--- src/rtl/race_pkg.sv ---
// Shared race definitions: game-state codes seen by both physics engines, winner codes,
// and small helpers used by the race sequencer.
package race_pkg;

  typedef enum logic [2:0] {
    ST_MENU   = 3'd0,
    ST_CNT3   = 3'd1,
    ST_CNT2   = 3'd2,
    ST_CNT1   = 3'd3,
    ST_RACE   = 3'd4,
    ST_FINISH = 3'd5
  } race_state_e;

  localparam logic [1:0] WIN_NONE = 2'd0;
  localparam logic [1:0] WIN_P1   = 2'd1;
  localparam logic [1:0] WIN_P2   = 2'd2;
  localparam logic [1:0] WIN_TIE  = 2'd3;

  function automatic logic in_box(input logic [9:0] x, input logic [9:0] y,
                                  input logic [9:0] x0, input logic [9:0] x1,
                                  input logic [9:0] y0, input logic [9:0] y1);
    return (x >= x0) && (x <= x1) && (y >= y0) && (y <= y1);
  endfunction

  function automatic race_state_e next_count_state(input race_state_e s);
    case (s)
      ST_CNT3: return ST_CNT2;
      ST_CNT2: return ST_CNT1;
      default: return ST_RACE;
    endcase
  endfunction

endpackage

--- src/rtl/race_controller_lap_tracker.sv ---
// Per-player lap counter: a lap is credited when the car reaches the finish line after
// having visited the checkpoint since the last credited lap.
module lap_tracker
  import race_pkg::*;
#(
  parameter int unsigned LAPS  = 3,
  parameter logic [9:0]  FL_X0 = 10'd0,
  parameter logic [9:0]  FL_X1 = 10'd20,
  parameter logic [9:0]  FL_Y0 = 10'd100,
  parameter logic [9:0]  FL_Y1 = 10'd140,
  parameter logic [9:0]  CP_X0 = 10'd280,
  parameter logic [9:0]  CP_X1 = 10'd320,
  parameter logic [9:0]  CP_Y0 = 10'd100,
  parameter logic [9:0]  CP_Y1 = 10'd140
) (
  input  logic       clk,
  input  logic       rst,
  input  logic       clr,
  input  logic       en,
  input  logic [9:0] x,
  input  logic [9:0] y,
  output logic [3:0] lap,
  output logic [3:0] lap_next
);

  localparam logic [3:0] LapMax = 4'(LAPS);

  logic in_cp, in_fl;
  logic cp_seen_q, cp_seen_d;
  logic [3:0] lap_q;

  assign in_cp = in_box(x, y, CP_X0, CP_X1, CP_Y0, CP_Y1);
  assign in_fl = in_box(x, y, FL_X0, FL_X1, FL_Y0, FL_Y1);

  always_comb begin
    cp_seen_d = cp_seen_q;
    lap_next  = lap_q;
    if (en) begin
      if (in_fl && cp_seen_q) begin
        cp_seen_d = 1'b0;
        if (lap_q < LapMax) lap_next = lap_q + 4'd1;
      end else if (in_cp) begin
        cp_seen_d = 1'b1;
      end
    end
  end

  always_ff @(posedge clk) begin
    if (rst || clr) begin
      cp_seen_q <= 1'b0;
      lap_q     <= 4'd0;
    end else begin
      cp_seen_q <= cp_seen_d;
      lap_q     <= lap_next;
    end
  end

  assign lap = lap_q;

endmodule

--- src/rtl/race_controller.sv ---
// Race sequencer: 60 Hz tick, menu/countdown/race/finish FSM, lap tracking for both cars,
// winner decision and the between-rounds reset pulse.
module race_controller
  import race_pkg::*;
#(
  parameter int unsigned CLK_FREQ      = 100_000_000,
  parameter int unsigned TICKS_PER_SEC = 60,
  parameter int unsigned LAPS          = 3,
  parameter logic [9:0]  FL_X0         = 10'd0,
  parameter logic [9:0]  FL_X1         = 10'd20,
  parameter logic [9:0]  FL_Y0         = 10'd100,
  parameter logic [9:0]  FL_Y1         = 10'd140,
  parameter logic [9:0]  CP_X0         = 10'd280,
  parameter logic [9:0]  CP_X1         = 10'd320,
  parameter logic [9:0]  CP_Y0         = 10'd100,
  parameter logic [9:0]  CP_Y1         = 10'd140
) (
  input  logic        clk,
  input  logic        rst,
  input  logic        start_btn,
  input  logic [9:0]  p1_x,
  input  logic [9:0]  p1_y,
  input  logic [9:0]  p2_x,
  input  logic [9:0]  p2_y,
  output logic [2:0]  state,
  output logic [3:0]  p1_lap,
  output logic [3:0]  p2_lap,
  output logic [1:0]  winner,
  output logic [15:0] race_frames,
  output logic        round_rst
);

  localparam int unsigned TickMax = CLK_FREQ / 60;
  localparam int unsigned TickW   = (TickMax > 1) ? $clog2(TickMax + 1) : 1;
  localparam int unsigned SecW    = (TICKS_PER_SEC > 1) ? $clog2(TICKS_PER_SEC) : 1;
  localparam logic [3:0]  LapMax  = 4'(LAPS);

  logic [TickW-1:0] tick_cnt_q;
  logic             game_tick;
  logic             start_prev_q, start_rise;
  race_state_e      state_q;
  logic [SecW-1:0]  sec_cnt_q;
  logic [1:0]       winner_q;
  logic [15:0]      frames_q;
  logic             round_rst_q;
  logic             track_en, track_clr;
  logic [3:0]       p1_lap_next, p2_lap_next;
  logic             p1_done, p2_done;

  // Same generator as the physics engines so both stay phase-aligned from reset.
  always_ff @(posedge clk) begin
    if (rst || (tick_cnt_q == TickW'(TickMax))) tick_cnt_q <= '0;
    else                                        tick_cnt_q <= tick_cnt_q + 1'b1;
  end

  assign game_tick = (tick_cnt_q == '0);

  // Resets high so a button held through reset does not start a round.
  always_ff @(posedge clk) begin
    if (rst) start_prev_q <= 1'b1;
    else     start_prev_q <= start_btn;
  end

  assign start_rise = start_btn & ~start_prev_q;
  assign track_en   = game_tick && (state_q == ST_RACE);
  assign track_clr  = (state_q == ST_FINISH) && start_rise;

  lap_tracker #(
    .LAPS (LAPS),
    .FL_X0(FL_X0), .FL_X1(FL_X1), .FL_Y0(FL_Y0), .FL_Y1(FL_Y1),
    .CP_X0(CP_X0), .CP_X1(CP_X1), .CP_Y0(CP_Y0), .CP_Y1(CP_Y1)
  ) u_lap_p1 (
    .clk     (clk),
    .rst     (rst),
    .clr     (track_clr),
    .en      (track_en),
    .x       (p1_x),
    .y       (p1_y),
    .lap     (p1_lap),
    .lap_next(p1_lap_next)
  );

  lap_tracker #(
    .LAPS (LAPS),
    .FL_X0(FL_X0), .FL_X1(FL_X1), .FL_Y0(FL_Y0), .FL_Y1(FL_Y1),
    .CP_X0(CP_X0), .CP_X1(CP_X1), .CP_Y0(CP_Y0), .CP_Y1(CP_Y1)
  ) u_lap_p2 (
    .clk     (clk),
    .rst     (rst),
    .clr     (track_clr),
    .en      (track_en),
    .x       (p2_x),
    .y       (p2_y),
    .lap     (p2_lap),
    .lap_next(p2_lap_next)
  );

  assign p1_done = (p1_lap_next == LapMax);
  assign p2_done = (p2_lap_next == LapMax);

  always_ff @(posedge clk) begin
    if (rst) begin
      state_q     <= ST_MENU;
      sec_cnt_q   <= '0;
      winner_q    <= WIN_NONE;
      frames_q    <= 16'd0;
      round_rst_q <= 1'b0;
    end else begin
      round_rst_q <= 1'b0;
      case (state_q)
        ST_MENU: begin
          if (start_rise) begin
            state_q   <= ST_CNT3;
            sec_cnt_q <= '0;
          end
        end
        ST_CNT3, ST_CNT2, ST_CNT1: begin
          if (game_tick) begin
            if (sec_cnt_q == SecW'(TICKS_PER_SEC - 1)) begin
              sec_cnt_q <= '0;
              state_q   <= next_count_state(state_q);
            end else begin
              sec_cnt_q <= sec_cnt_q + 1'b1;
            end
          end
        end
        ST_RACE: begin
          if (game_tick) begin
            if (frames_q != 16'hFFFF) frames_q <= frames_q + 16'd1;
            // Winner is decided from the laps that this same edge commits.
            if (p1_done || p2_done) begin
              winner_q <= (p1_done && p2_done) ? WIN_TIE : (p1_done ? WIN_P1 : WIN_P2);
              state_q  <= ST_FINISH;
            end
          end
        end
        ST_FINISH: begin
          if (start_rise) begin
            state_q     <= ST_MENU;
            round_rst_q <= 1'b1;
            winner_q    <= WIN_NONE;
            frames_q    <= 16'd0;
            sec_cnt_q   <= '0;
          end
        end
        default: state_q <= ST_MENU;
      endcase
    end
  end

  assign state       = state_q;
  assign winner      = winner_q;
  assign race_frames = frames_q;
  assign round_rst   = round_rst_q;

endmodule

--- config.mk ---
export PLATFORM = sky130hd
export DESIGN_NAME = race_controller
export DESIGN_NICKNAME = d
export VERILOG_FILES = /design/src/rtl/race_pkg.sv /design/src/rtl/race_controller_lap_tracker.sv /design/src/rtl/race_controller.sv
export SDC_FILE = /design/constraint.sdc
export NUM_CORES = 1
export LEC_CHECK = 0
export ABC_AREA = 1
export CAP_MARGIN = 20
export CORE_ASPECT_RATIO = 1.2
export CORE_MARGIN = 5
export CORE_UTILIZATION = 52
export CTS_CLUSTER_SIZE = 28
export DETAILED_ROUTE_END_ITERATION = 8
export GPL_ROUTABILITY_DRIVEN = 1
export PLACE_DENSITY = 0.8
export SLEW_MARGIN = 0
export SYNTH_ARGS = -nofsm -noshare
export SYNTH_HDL_FRONTEND = slang
export SYNTH_SLANG_ARGS = --single-unit
export TNS_END_PERCENT = 10
--- constraint.sdc ---
create_clock -name clk -period 2.38 [get_ports clk]
set_input_delay 0.476 -clock clk [delete_from_list [all_inputs] [get_ports clk]]
set_output_delay 0.476 -clock clk [all_outputs]
set_load 0.02 [all_outputs]
==> results of run 1 <==
-- path summary, 6_finish.rpt --
path | from | end | slack (ps) | depth (start not counted)
max | tick_cnt_q[1] | winner[1] | 230 | 17
min | u_lap_p2.lap[2] | u_lap_p2.lap[2] | 440 | 2
min reg2reg | u_lap_p2.lap[2] | u_lap_p2.lap[2] | 440 | 2
max reg2reg | tick_cnt_q[1] | winner[1] | 230 | 17
-- routing by layer --
metal,share of wire,up-vias
met5,0,-
met4,0.017,0
met3,0.047,12
met2,0.53,75
met1,0.41,1649
li1,-,1887
-- where the power goes --
group	total (mW)	internal (mW)	switching [mW]
Combinational	0.473	0.207	0.266
Sequential	1.08	1.04	0.0415
Clock	0.946	0.537	0.408
Total	2.50	1.78	0.716
-- sequential cells by signal, indices dropped and copies added, names as in the netlist, 2 cells and up --
register,flops
u_lap_p1.lap,4
winner,2
tick_cnt_q,21
u_lap_p2.lap,4
state,3
sec_cnt_q,6
race_frames,16
-- stage by stage --
step | setup TNS [ps] | hold slack, ps
floorplan | 0 | 429.5
global placement | 0 | 430.4
detailed placement | -242.6 | 437.1
CTS | 0 | 446.9
global route | 0 | 468.7
finish | 0 | 442.9
-- cells in the mapped netlist, types with 2 or more instances --
cell type	number	area [um^2]
nand2_2	13	81.33
inv_1	73	274.0
nand3_1	26	130.1
nor3b_1	3	22.52
o211ai_1	2	15.01
nor2_1	89	334.1
xnor2_1	5	43.79
clkbuf_1	4	15.01
o21ai_0	11	55.05
nor3_1	22	110.1
nor2_2	7	43.79
a211oi_1	3	22.52
o21ai_1	3	15.01
nor4_1	5	31.28
nand2_1	102	382.9
nand3_2	5	50.05
nor2_4	2	22.52
xor2_1	11	96.34
a21oi_1	24	120.1
inv_2	9	33.78
nand3b_1	4	30.03
nand4_1	14	87.58
ha_1	7	87.58
a21oi_2	7	61.31
dfxtp_1	60	1201
buf_6	2	22.52
-- cell families after synthesis --
family	Yosys count	synth area share
XOR/XNOR	16	0.03869
flip-flops	60	0.3316
adder cells (fa/ha/maj)	7	0.02418
AND/OR/NAND/NOR	300	0.3965
buffers and inverters	91	0.1033
AO/OA/AOI/OAI	59	0.1057
-- final cells by class --
type	count	area, um^2	share of cell area
Multi-Input combinational cell	383	2066	0.4400
Sequential cell	60	1201	0.2559
Clock buffer	12	155.1	0.03305
Clock inverter	4	47.55	0.01013
Inverter	82	307.8	0.06557
Tap cell	87	108.9	0.02319
Timing Repair Buffer	82	808.3	0.1722
-- worst max-delay path, delay by kind of cell, from the launching register on --
kind,cells,cell delay [ps]
and+or+nand+nor,12,1230
buffers and inverters,3,190
AOI/OAI and AO/OA,1,130
DFF,1,330
adders and majority gates,1,150
-- repair_timing --
action	CTS	global route
gates resized for setup	0	2
setup endpoints to repair	0	2
endpoints found under the hold margin	0	0
==> results.py, run 1 <==
metrics = {
    "global_route": {
        "grt_use_met1": 0.2150,
        "use_met2": 0.3822,
        "busiest_layer": "met2",
        "antenna_found_initial": 0,
        "grt_max_degree": 16,
        "grt_use_total": 0.2071,
        "met3_usage": 0.05614,
        "grt_overflow": 0,
        "grt_pass1_vias": 3538,
        "grt_pass1_wl_um": 14650,
    },
    "sta": {
        "fin_ws_ps": 234.3,
        "fin_crit_sh": 0.9016,
        "fin_skew_ps": 9.403,
        "worst_slew_pin_slew_ps": 543.4,
        "final_max_slew_viol_count": 0,
        "fmax_mhz": 466.0,
        "grt_setup_unrepaired": "false",
        "setup_viol": 0,
        "slew_headroom": 0.6350,
        "fin_crit_ps": 2146,
        "hold_viol_final": 0,
    },
    "placement": {
        "place_hpwl_um": 6748,
        "io_buffers": 72,
        "post_dp_cell_area_mm2": 0.004473,
        "dp_slack_ps": -75.80,
        "place_inst": 693,
        "routabilityCongestion": 0.8884,
    },
    "cts": {
        "cts_tree": "built",
        "cts_setup_buffers": 0,
        "htreeDepth": 3,
        "cts_buffers": 9,
        "cts_hold_buf": 0,
        "clock_latency_ps": 350,
        "cts_buffer_depth": 2,
        "ctsRootBufferMaster": "clkbuf_8",
        "cts.sinks": 60,
        "clkTransAtPathRegs_ps": 60,
    },
    "critical_path": {
        "cp_cell_sequence": "inv_1, ha_1, inv_1, nor2_1, nand2_1, nor2_4, nand3_4, nor2_2, nand4_1, nand2_1, inv_2, nand2_2, nand2_1, nand2_1, nand2_2, a21oi_1, nor2_1",
        "cp_slowest_cell": "dfxtp_1",
        "cp.arrival_ps": 2380,
        "cp_common_cell": "nand2_1",
        "slowest_delay_ps": 330,
        "crit_path_start_kind": "flip-flop",
        "crit_fanout": 5,
        "cp.required_ps": 2620,
        "cp-end-kind": "flip-flop",
        "crit_type": "flip-flop to flip-flop",
    },
    "cells_and_area": {
        "final_area_mm2": 0.004695,
        "antenna_cells": 0,
        "fillers": 590,
        "area_delta_synth_final_pct": 29.60,
        "finalNonFillerCells": 710,
        "final_util": 0.6891,
        "nets": 668,
        "layout_commonest_cell": "nand2_1",
        "final_cell_mix": "102 x nand2_1, 89 x nor2_1, 73 x inv_1, 72 x clkdlybuf4s50_1, 60 x dfxtp_1",
        "layout-drive-gt1-share": 0.1252,
    },
    "pwr": {
        "p_leak_nw": 1.859,
        "finalPower_mw": 2.499,
        "pwr_density_cell_mw_per_mm2": 532.3,
        "vdd_drop_max_mv": 0.4038,
    },
    "synthesis": {
        "ys.flop_type": "dfxtp_1",
        "ys_seq_elements": 60,
        "syn-cell-area_mm2": 0.003622,
        "async_reset_ff_frac": 0,
        "syn-num-nets": 583,
        "yosysWarnings": 0,
        "synth_cell_types": 46,
        "netlist_instances": 533,
        "seq_area_frac_synth": 0.3316,
        "synth_area_per_cell_um2": 6.796,
        "synth_edf_count": 0,
    },
    "floorplanning": {
        "rows": 33,
        "die-area_mm2": 0.008742,
        "fp.dieW_um": 86.19,
        "ios": 73,
        "start_util": 0.5317,
        "core_mm2": 0.006813,
        "die_h_um": 101.4,
    },
    "drt": {
        "route.detailed.drc": 0,
        "wire_per_inst_um": 12.23,
        "routed_via_density": 5.103,
        "vias": 3623,
        "routed_wl_um": 8680,
        "first_pass_iters": 5,
        "drt.antenna.violating_nets": 0,
        "dr.first_iter.drc_count": 173,
    },
    "flow_run": {
        "maxCapViolations": 0,
    },
    "run_status": {
        "status": "finished clean",
    },
    "min_path": {
        "hp-class": "flip-flop to flip-flop",
    },
}
No activity file was read; power rests on OpenSTA's default activity.
==> run 2: changes to the inputs <==
Settings changed: CORE_ASPECT_RATIO 1.2 to not set.
==> results.py, run 2 (same netlist as run 1, synthesis figures left out) <==
metrics = {
    "critical_path": {
        "crit_path_start_kind": "flip-flop",
        "slowest_delay_ps": 340,
        "crit_fanout": 5,
        "cp-end-kind": "flip-flop",
        "cp_common_cell": "nand2_1",
        "cp.required_ps": 2620,
        "crit_buf_inv": 3,
        "cp_slowest_cell": "dfxtp_2",
        "ff2ff_setup_slack_ps": 250,
        "crit_type": "flip-flop to flip-flop",
        "crit_family": "simple AND/OR/NAND/NOR gates",
        "cp_cell_sequence": "inv_1, ha_1, inv_1, nor2_1, nand2_1, nor2_2, nand3_2, nor2_4, buf_12, nand2_1, nand2_1, nand2_1, nor2_2, nand2_2, nand2_1, nand2_1, nand2_2, nand3_1, nand2_1, nor2_1",
        "cp.arrival_ps": 2370,
    },
    "global_route": {
        "grt_max_degree": 16,
        "grt_pass1_vias": 3512,
        "grt_use_total": 0.2056,
        "antenna_found_initial": 0,
        "grt_overflow": 0,
        "grt_pass1_wl_um": 14640,
    },
    "placement": {
        "place_hpwl_um": 6760,
        "io_buffers": 72,
        "routabilityCongestion": 0.8897,
    },
    "floorplanning": {
        "rows": 30,
        "start_util": 0.5331,
        "fp.dieW_um": 93.46,
        "ios": 73,
        "die_h_um": 93.46,
        "core_mm2": 0.006794,
        "die-area_mm2": 0.008735,
    },
    "drt": {
        "route.detailed.drc": 0,
        "routed_wl_um": 8666,
        "routed_via_density": 5.125,
        "dr.first_iter.drc_count": 161,
        "drt.antenna.violating_nets": 0,
        "vias": 3690,
        "wire_per_inst_um": 12.04,
        "first_pass_iters": 4,
    },
    "cells_and_area": {
        "regArea_mm2": 0.001202,
        "final_cell_mix": "102 x nand2_1, 88 x nor2_1, 72 x inv_1, 72 x clkdlybuf4s50_1, 59 x dfxtp_1",
        "layout_commonest_cell": "nand2_1",
        "top_register": "tick_cnt_q",
        "area_delta_synth_final_pct": 29.74,
        "largest_reg_flops": 21,
        "nets": 669,
        "fillers": 584,
        "final_util": 0.6917,
        "layout-drive-gt1-share": 0.1346,
        "multi_input_area_mm2": 0.002054,
        "antenna_cells": 0,
    },
    "pwr": {
        "vdd_drop_max_mv": 0.4370,
        "pwr_density_cell_mw_per_mm2": 518.8,
        "p_leak_nw": 1.856,
        "finalPower_mw": 2.438,
    },
    "cts": {
        "clkTransAtPathRegs_ps": 70,
        "clock_latency_ps": 350,
        "cts.sinks": 60,
        "ctsRootBufferMaster": "clkbuf_8",
        "cts_buffers": 9,
        "htreeDepth": 3,
        "cts_tree": "built",
        "cts_buffer_depth": 2,
    },
    "sta": {
        "setup_viol": 0,
        "fin_skew_ps": 11.11,
        "fmax_mhz": 469.7,
        "slew_headroom": 0.6293,
        "worst_slew_pin_slew_ps": 551.8,
        "final_max_slew_viol_count": 0,
        "fin_crit_ps": 2129,
        "grt_setup_unrepaired": "false",
        "hold_viol_final": 0,
        "fin_crit_sh": 0.8946,
    },
    "min_path": {
        "hp-class": "flip-flop to flip-flop",
    },
    "flow_run": {
        "maxCapViolations": 0,
    },
    "run_status": {
        "status": "finished clean",
    },
}
==> run 2: cell types whose count changed in the layout (fill, tap and decap cells not counted), sizes merged <==
cell / delta
clkinvlp: +2
nor2: -1
buf: +2
clkinv: +1
clkbuf: -3
==> run 2: final timing paths <==
path / start / cells after the start / endpoint
worst min-delay path: tick_cnt_q[0] / 1 / tick_cnt_q[0]
worst max-delay path: tick_cnt_q[0] / 20 / winner[0]
worst min register to register: tick_cnt_q[0] / 1 / tick_cnt_q[0]
worst max register to register: tick_cnt_q[0] / 20 / winner[0]
==> run 2: worst register-to-register path: stages (launching register included) <==
cell,delay (ps)
dfxtp_2,340
inv_1,80
ha_1,160
inv_1,40
nor2_1,90
nand2_1,80
nor2_2,90
nand3_2,110
nor2_4,160
buf_12,120
nand2_1,60
nand2_1,70
nand2_1,70
nor2_2,90
nand2_2,70
nand2_1,70
nand2_1,60
nand2_2,90
nand3_1,70
nand2_1,70
nor2_1,50
==> run 2: power by group <==
group | switching [mW] | internal, mW | leakage (nW)
registers | 0.0383 | 1.04 | 0.485
clock network | 0.422 | 0.477 | 0.0910
logic | 0.262 | 0.200 | 1.28
==> run 2: per-layer routing <==
layer	up-vias	global-route usage	routed length, um
li1	1882	-	-
met5	-	0	0
met3	19	0.05551	436
met2	86	0.3907	4531
met1	1703	0.2091	3535
met4	0	0.08425	162
==> run 2: timing repair <==
item                       CTS  global route
hold buffers                 0             0
setup endpoints to repair    0             4
setup buffers                0             3
resized for setup            0             6
==> run 2: area by class of cell <==
type,instances,share of cell area
inverter,82,0.06550
clock inverter,7,0.01438
clock buffer,9,0.02636
tap,96,0.02556
sequential,60,0.2559
multi-input combinational,382,0.4372
timing repair buffer,84,0.1752
==> run 2: metrics by stage <==
step	hold slack (ps)	instance area (um^2)	TNS [ps]	std cells	worst slack, ps
global placement	430.3	4464	0	701	10.92
floorplan	429.5	3622	0	533	444.9
CTS	445.3	4656	0	717	189.4
finish	428.9	4700	0	720	251.0
global route	456.6	4700	0	720	4.919
detailed placement	435.8	4464	-301.7	701	-85.92
